### config.mk
export PLATFORM = sky130hd
export DESIGN_NAME = scan_count_gen
export DESIGN_NICKNAME = d
export VERILOG_FILES = /design/src/rtl/scan_count_gen.sv
export SDC_FILE = /design/constraint.sdc
export NUM_CORES = 1
export LEC_CHECK = 0
export ABC_CLOCK_PERIOD_IN_PS = 5200
export BUFFER_PORTS_ARGS = -buffer_cell sky130_fd_sc_hd__buf_2
export CAP_MARGIN = 20
export CORE_ASPECT_RATIO = 0.75
export CORE_MARGIN = 2
export CORE_UTILIZATION = 42
export CTS_CLUSTER_SIZE = 25
export DETAILED_ROUTE_END_ITERATION = 10
export PLACE_DENSITY = 0.67
export SYNTH_ARGS = -nofsm -noshare
export SYNTH_HDL_FRONTEND = slang
export SYNTH_SLANG_ARGS = --single-unit
### constraint.sdc
create_clock -name clk -period 5.2 [get_ports clk]
set_clock_uncertainty 0.1 [all_clocks]
set_input_delay 1.56 -clock clk [delete_from_list [all_inputs] [get_ports clk]]
set_output_delay 1.56 -clock clk [all_outputs]
set_load 0.02 [all_outputs]
### src/rtl/scan_count_gen.sv
// Count/slot-select source for the 4-slot output shifter; SCAN_CNT_BCD_EN selects packed-BCD counting.
// Latency: every output is registered; the first count step lands PRESCALE cycles after entering RUN.
// Backpressure: none; start/stop are levels, load is a one-cycle strobe, and outputs are never stalled.
module scan_count_gen #(
    parameter int PRESCALE       = 1000,
    parameter int STEPS_PER_SLOT = 4,
    parameter int MAX_CNT        = 255
) (
    input  logic       clk,
    input  logic       rst_n,
    input  logic       start,
    input  logic       stop,
    input  logic       load,
    input  logic [7:0] load_val,
    input  logic       up_dn,
    output logic [7:0] cnt,
    output logic [1:0] s,
    output logic       slot_strobe,
    output logic       wrap,
    output logic       busy
);

    localparam int PW = $clog2(PRESCALE);
    localparam int SW = (STEPS_PER_SLOT > 1) ? $clog2(STEPS_PER_SLOT) : 1;
    localparam logic [PW-1:0] PRESC_LAST = PW'(PRESCALE - 1);
    localparam logic [SW-1:0] STEP_LAST  = SW'(STEPS_PER_SLOT - 1);

    typedef enum logic [1:0] {
        ST_IDLE  = 2'd0,
        ST_RUN   = 2'd1,
        ST_PAUSE = 2'd2
    } state_e;

`ifdef SCAN_CNT_BCD_EN
    localparam logic [7:0] CNT_TOP = 8'h99;

    function automatic logic [7:0] cnt_inc(input logic [7:0] v);
        if (v[3:0] == 4'd9)
            return (v[7:4] == 4'd9) ? 8'h00 : {v[7:4] + 4'd1, 4'd0};
        return {v[7:4], v[3:0] + 4'd1};
    endfunction

    function automatic logic [7:0] cnt_dec(input logic [7:0] v);
        if (v[3:0] == 4'd0)
            return (v[7:4] == 4'd0) ? 8'h99 : {v[7:4] - 4'd1, 4'd9};
        return {v[7:4], v[3:0] - 4'd1};
    endfunction

    // Any non-decimal nibble saturates to the top of the BCD range.
    function automatic logic [7:0] cnt_clamp(input logic [7:0] v);
        return (v[7:4] > 4'd9 || v[3:0] > 4'd9) ? 8'h99 : v;
    endfunction
`else
    localparam logic [7:0] CNT_TOP = 8'(MAX_CNT);

    function automatic logic [7:0] cnt_inc(input logic [7:0] v);
        return (v == CNT_TOP) ? 8'd0 : v + 8'd1;
    endfunction

    function automatic logic [7:0] cnt_dec(input logic [7:0] v);
        return (v == 8'd0) ? CNT_TOP : v - 8'd1;
    endfunction

    function automatic logic [7:0] cnt_clamp(input logic [7:0] v);
        return (v > CNT_TOP) ? CNT_TOP : v;
    endfunction
`endif

    state_e        state_q, state_d;
    logic [7:0]    cnt_q, cnt_d;
    logic [1:0]    s_q, s_d;
    logic [PW-1:0] presc_q, presc_d;
    logic [SW-1:0] step_q, step_d;
    logic          slot_strobe_q, slot_strobe_d;
    logic          wrap_q, wrap_d;
    logic          busy_q, busy_d;
    logic          tick;

    always_comb begin
        state_d       = state_q;
        cnt_d         = cnt_q;
        s_d           = s_q;
        presc_d       = presc_q;
        step_d        = step_q;
        slot_strobe_d = 1'b0;
        wrap_d        = 1'b0;
        tick          = 1'b0;

        // stop is tested first in every state so it beats a simultaneous start.
        case (state_q)
            ST_IDLE: begin
                if (start && !stop) begin
                    state_d = ST_RUN;
                    presc_d = '0;
                    step_d  = '0;
                end
            end
            ST_RUN: begin
                if (stop) begin
                    state_d = ST_PAUSE;
                end else if (presc_q == PRESC_LAST) begin
                    tick    = 1'b1;
                    presc_d = '0;
                end else begin
                    presc_d = presc_q + PW'(1);
                end
            end
            ST_PAUSE: begin
                if (stop) begin
                    state_d = ST_IDLE;
                    cnt_d   = 8'd0;
                    s_d     = 2'd0;
                    presc_d = '0;
                    step_d  = '0;
                end else if (start) begin
                    state_d = ST_RUN;
                end
            end
            default: state_d = ST_IDLE;
        endcase

        if (tick && !load) begin
            cnt_d  = up_dn ? cnt_inc(cnt_q) : cnt_dec(cnt_q);
            wrap_d = up_dn ? (cnt_q == CNT_TOP) : (cnt_q == 8'd0);
            if (step_q == STEP_LAST) begin
                step_d        = '0;
                s_d           = s_q + 2'd1;
                slot_strobe_d = 1'b1;
            end else begin
                step_d = step_q + SW'(1);
            end
        end

        // A load swallows any coincident tick, including its slot bookkeeping.
        if (load) begin
            cnt_d   = cnt_clamp(load_val);
            presc_d = '0;
        end

        busy_d = (state_d == ST_RUN);
    end

    always_ff @(posedge clk) begin
        if (!rst_n) begin
            state_q       <= ST_IDLE;
            cnt_q         <= 8'd0;
            s_q           <= 2'd0;
            presc_q       <= '0;
            step_q        <= '0;
            slot_strobe_q <= 1'b0;
            wrap_q        <= 1'b0;
            busy_q        <= 1'b0;
        end else begin
            state_q       <= state_d;
            cnt_q         <= cnt_d;
            s_q           <= s_d;
            presc_q       <= presc_d;
            step_q        <= step_d;
            slot_strobe_q <= slot_strobe_d;
            wrap_q        <= wrap_d;
            busy_q        <= busy_d;
        end
    end

    assign cnt         = cnt_q;
    assign s           = s_q;
    assign slot_strobe = slot_strobe_q;
    assign wrap        = wrap_q;
    assign busy        = busy_q;

endmodule

Word-level counts from Yosys, hierarchy flattened
Index checks and enable logic that the tools add are counted.

storage, ports and cells
  register bits = 27
  output and inout bits = 13
  bits of input ports = 14
  word-level logic and storage cells = 73

operators by class
  magnitude comparators = 1
  $add $sub $neg = 5
  reduce and logical (&&, ||, !) cells = 15
  bitwise gates (word level) = 1
  muxes and demuxes = 32
  eq/ne operators = 11

operators by type and width
  kind                     number
  $mux W8                  8
  $mux W10                 4
  $pmux W10 S3             1
  $mux W2                  12
  $reduce_bool A3 Y1       4
  $add A10 B1 Y10 const B  1
  $eq A10 B10 Y1 const B   1
  $add A8 B1 Y8 const B    1
  $eq A8 B8 Y1 const B     1
  $gt A8 B8 Y1 const B     1
  $logic_not A8 Y1         1
  $sub A8 B1 Y8 const B    1
  $ne A2 B2 Y1 const B     3
  $ne A3 B3 Y1 const B     2
  $pmux W2 S3              1
  $mux W1                  5
  $add A2 B1 Y2 const B    2
  $eq A2 B1 Y1 const B     2
  $eq A2 B2 Y1 const B     2
  $pmux W2 S2              1
  $reduce_and A2 Y1        2
  $reduce_and A4 Y1        1
  $reduce_and A3 Y1        1
  $logic_and A1 B1 Y1      2
  other kinds (4)          5

Logic depth before layout (Yosys ltp)
  depth after elaboration = 7
  mapped depth = 8
  depth with buffers taken out = 7

Worst setup path after synthesis
Ideal clock, no wire load.

  path type = input port to flip-flop
  start point = input stop
  end point = register s_q[0], in the netlist s[0]
  arrival time = 2960 ps
  setup slack = 2026 ps
  cell stages on the path = 6
  data required time = 4985 ps
  buffers on the path = 1
  library setup time = 115 ps
  path through = buf_6 -> or4b_4 -> nor4_4 -> nand2_1 -> and3_1 -> o21a_1

between the ends
  cells in the longest elaborated chain, start to end = 4

ends and longest elaborated chain
  element                                                RTL line  source
  start: declaration                                     12        input logic stop,
  $mux W2 / $mux W1 (equally long branches)              109, 99
  $mux W2 / $mux W1 (equally long branches)              90        case (state_q)
  $mux W2 / $logic_and A1 B1 Y1 (equally long branches)  125, 122
  $mux W2 *                                              122       if (tick && !load) begin
  end signal: assignment                                 147       s_q <= 2'd0;
  end signal: assignment                                 156       s_q <= s_d;
  end: declaration                                       71        logic [1:0] s_q, s_d;

Every way passes the cells marked *; elsewhere a longest branch is shown, timed or not.
A chain may end at the register's enable or synchronous reset.

Worst setup path in the final report
  start point = input stop
  end point = register cnt_q[5], in the netlist cnt[5]

between the ends
  cells in the longest elaborated chain, start to end = 5

ends and longest elaborated chain
  element                                                         RTL line  source
  $mux W1                                                         99        if (stop) begin
  $mux W1                                                         90
  $logic_and A1 B1 Y1                                             122
  $reduce_bool A3 Y1 (no line) / $mux W8 (equally long branches)  n/a
  $reduce_and A2 Y1 (no line) / $mux W8 (equally long branches)   n/a
  end signal: assignment                                          155       cnt_q <= cnt_d;
  end: declaration                                                70        logic [7:0] cnt_q, cnt_d;

Several ways; a longest one is shown, not always the timed one.

==> results by stage <==
Yosys:
- The share of the synthesized area in the top cell type is between 30% and 40%.
- The number of nets handed over by synthesis was ~230.
- The synthesis warning total is 0.
- Counting flops with an async set or reset pin after synthesis yields a share of 0%.
- The count of flip-flops with a built-in enable after synthesis is 0.
- Counting distinct cell types in the post-synthesis netlist gives between 50 and 60.
- The register area share after synthesis is 31.5%.
- The count of mapped cells out of synthesis is about 210.
- The cell area that synthesis handed to floorplanning was around 1700 µm².
- Yosys attributes the largest share of cell area to sky130_fd_sc_hd__dfxtp_1 (31%), sky130_fd_sc_hd__nand2_1 (5.0%), sky130_fd_sc_hd__nor2_1 (4.4%).
- The most used flip-flop cell after synthesis is sky130_fd_sc_hd__dfxtp_1.
- A synthesized cell averages between 8 and 9 µm².
- The cell type with the largest total area after synthesis is sky130_fd_sc_hd__dfxtp_1.
- After synthesis the netlist holds a flip-flop and latch count of 27.

Power and ir drop:
- Summing internal, switching and leakage power gives 0.415 mW.
- The internal cell power is approximately 0.30 mW.
- The static leakage is around 0.72 nW.
- For this design the ratio of total power to cell area is 219 nW/µm².
- Across the VDD grid, the largest voltage drop is 0.132 mV.
- Net switching is 28.8% of the power.
- The share of total power dissipated in combinational logic is 16.8%.
- The share of total power dissipated in sequential elements is between 50% and 60%.
- The proportion of power drawn by the clock network is between 20% and 30%.
- In this run the power spent charging and discharging nets is around 0.12 mW.

Finish:
- The final-stage net count is 250.
- The library cell used most frequently in the layout, excluding fill and tap cells, is sky130_fd_sc_hd__dfxtp_1.
- Compared with the post-synthesis result, the final layout area differs by 10.4%.
- The top cell types in the final layout, fill and taps aside, are sky130_fd_sc_hd__dfxtp_1 (27), sky130_fd_sc_hd__buf_2 (26), sky130_fd_sc_hd__nand2_1 (23).
- The repair_antennas step left the layout with diodes totalling 0.
- The layout has between 300 and 400 filler cells.
- The ratio of cells with drive above 1 in the final layout is between 10% and 20%.

Setup path:
- The biggest cell delay along the critical path is roughly 0.42 ns.
- For flop-to-flop paths, the worst setup slack is between 2 and 3 ns.
- On the critical path, the stage with the largest delay is an instance of sky130_fd_sc_hd__nor4_1.
- The nature of the critical path startpoint is an input port.
- STA classifies the critical path endpoint as a register.
- The critical path in this run is classified as input port to register.
- The signal on the critical path passes through buf_2 -> or3b_1 -> nor4_1 -> or3_1 -> nand2_1 -> o221a_1.
- In this run the worst path has a maximum fanout of 11.
- The data arrival time at the worst-slack endpoint is 3.17 ns.
- The required time reported for the critical path endpoint is 5.28 ns.

Clock tree:
- The number of buffers on the longest clock path is 2.
- The count of instances resized after the clock tree is built is 0.
- The post-CTS setup repair buffer count is 0.
- Clock tree synthesis inserted a total of 3 buffers.
- After clock tree synthesis, the clock-pin slew on the worst setup and hold paths is 0.10 ns.
- TritonCTS built the clock tree.
- The tree is rooted in a sky130_fd_sc_hd__clkbuf_8.
- The count of H-tree levels built during CTS is 1.
- Buffers inserted to repair hold after CTS numbered 0.
- At the later pin of the worst-skew pair, clock insertion delay measures about 0.27 ns.
- The total clock sinks is 27.

Global routing:
- Global routing consumed, over all layers together, 17.9% of the routing resources.
- The most used routing layer in global routing is met2.
- The global-route track usage on met1 is between 20% and 30%.
- Summed over all layers, the global routing overflow is 0.
- The via count of the first global-routing pass came to around 1400.
- The largest net degree at the start of global routing is 20.
- The first global-routing pass estimated between 6000 and 7000 µm of wire.
- For this run, global-route usage on met2 was measured as between 20% and 30%.
- For met3 alone, demand over resource in global routing was 4.27%.
- The number of antenna violations at the first check in global routing is 0.

Route:
- The aggregate routed wire length is between 3000 and 4000 µm.
- The detailed-route DRC error count is 0.
- The wire length per cell is between 10 and 15 µm.
- For this block, the initial DRC count from the detailed router was 70.
- In this run the remaining antenna-violating nets after routing total 0.
- Across all layers, the routed design uses 1583 vias.
- After detailed routing, the number of vias per cell comes to 5.55.
- The number of detailed-routing iterations run before antenna repair is 5.

Timing:
- The clock period minus final worst setup slack is 3.10 ns.
- For the pin with the worst max-slew slack, the measured transition is approximately 1 ns.
- The final max-slew violation count is 0.
- Setup repair after global routing left no endpoint under its margin.
- The relative slew slack is approximately 33%.
- Dividing the final minimum period by the clock period gives approximately 60%.
- Setup violations remaining at the end of the flow were counted as 0.
- Adding up every negative setup slack in the final design gives 0 ns.
- The final number of hold-violating endpoints came to 0.
- Timing would allow up to between 0.3 and 0.4 GHz.

Run:
- Across the run, the number of max-cap violations was 0.

Floorplan:
- The x dimension of the die is roughly 78 µm.
- The effective utilization at floorplan is between 40% and 50%.
- The core region is 3980 µm².
- The floorplan step defined a die boundary enclosing roughly 4600 µm².
- The number of primary I/O pins is 27.
- The placement row count is 20.
- The die is approximately 59 µm tall.

Outcome:
- The flow ran to the end, and the final reports show no timing, DRC or antenna violations.

Min path:
- The type of the most critical hold path is register to register.

Placed design:
- The number of port buffers is 26.
- Detailed placement finished with a half-perimeter wire length of around 2900 µm.
- At the end of routability-driven placement, the weighted congestion stood at 0.826.
[sequential cells by signal (all words and copies together) (netlist names)]
name,count
wrap,1
step_q,2
presc_q,10
s,2
state_q,2
cnt,8
slot_strobe,1
busy,1
[Yosys cell counts, types with 4 or more instances]
cell type	number
sky130_fd_sc_hd__a21oi_1	10
sky130_fd_sc_hd__a22oi_1	4
sky130_fd_sc_hd__clkbuf_1	7
sky130_fd_sc_hd__dfxtp_1	27
sky130_fd_sc_hd__ha_1	5
sky130_fd_sc_hd__inv_1	5
sky130_fd_sc_hd__nand2_1	23
sky130_fd_sc_hd__nand3_1	8
sky130_fd_sc_hd__nand4_1	5
sky130_fd_sc_hd__nor2_1	20
sky130_fd_sc_hd__nor2b_1	7
sky130_fd_sc_hd__nor3_1	10
sky130_fd_sc_hd__o21a_1	4
sky130_fd_sc_hd__o21ai_0	10
sky130_fd_sc_hd__xnor2_1	4
[critical path, delay by kind of cell]
family / cells / cell delay, ns
buf+inv: 1 / 0.15
compound gates: 1 / 0.22
simple gates: 4 / 1.24
[metrics by stage]
| step | std cells | util, % | instance area, µm² | hold slack (ns) | setup WS (ns) |
|---|---|---|---|---|---|
| 3_3_place_gp | 281 | 46.4 | 1850 | 0.373 | 1.83 |
| 6_report | 285 | 47.7 | 1900 | 0.394 | 2.10 |
| 3_5_place_dp | 281 | 46.4 | 1850 | 0.376 | 1.80 |
| 2_1_floorplan | 212 | - | 1720 | 0.349 | 2.03 |
| 5_1_grt | 285 | 47.7 | 1900 | 0.424 | 1.90 |
| 4_1_cts | 285 | 47.7 | 1900 | 0.397 | 2.10 |
[cell type report]
class                      count  area (µm²)  share of cell area (%)
multi-input combinational    168        1090                    57.5
clock buffer                   3        41.3                    2.18
inverter                       5        18.8                   0.989
clock inverter                 1        7.51                   0.396
sequential                    27         541                    28.5
tap                           55        68.8                    3.63
timing repair buffer          26         130                    6.86
[power groups by stage]
stage	Sequential [mW]	Combinational, mW	Clock, mW
4_1_cts	0.223	0.0701	0.125
5_1_grt	0.225	0.0784	0.135
3_3_place_gp	0.228	0.0702	0
6_report	0.223	0.0698	0.122
3_5_place_dp	0.228	0.0697	0
2_1_floorplan	0.226	0.0530	0
[routing by layer]
layer	vias up	wire length [µm]	part of all wire (%)
li1	815	-	-
met1	717	1940	51
met2	49	1620	42
met3	2	232	6.1
met4	0	27	0.71
met5	-	0	0
[kinds of logic (layout without fill, tap and decap cells)]
logic type	count (synthesis)	in the layout	synth area share, %
AO/OA/AOI/OAI	56	56	23.5
XOR/XNOR	6	6	3.06
adder cells (fa/ha/maj)	5	5	3.64
buffers and inverters	17	35	5.10
flip-flops	27	27	31.5
multiplexers	1	1	0.583
AND/OR/NAND/NOR	100	100	32.6
[path summary, 6_finish.rpt]
kind              startpoint         end  cells after the start
hold / removal    presc_q[9]  presc_q[9]                      1
setup / recovery        stop      cnt[5]                      6
setup reg to reg      cnt[0]      cnt[5]                      7
hold reg to reg   presc_q[9]  presc_q[9]                      1
Note: power is estimated with default switching activity, not from simulation.
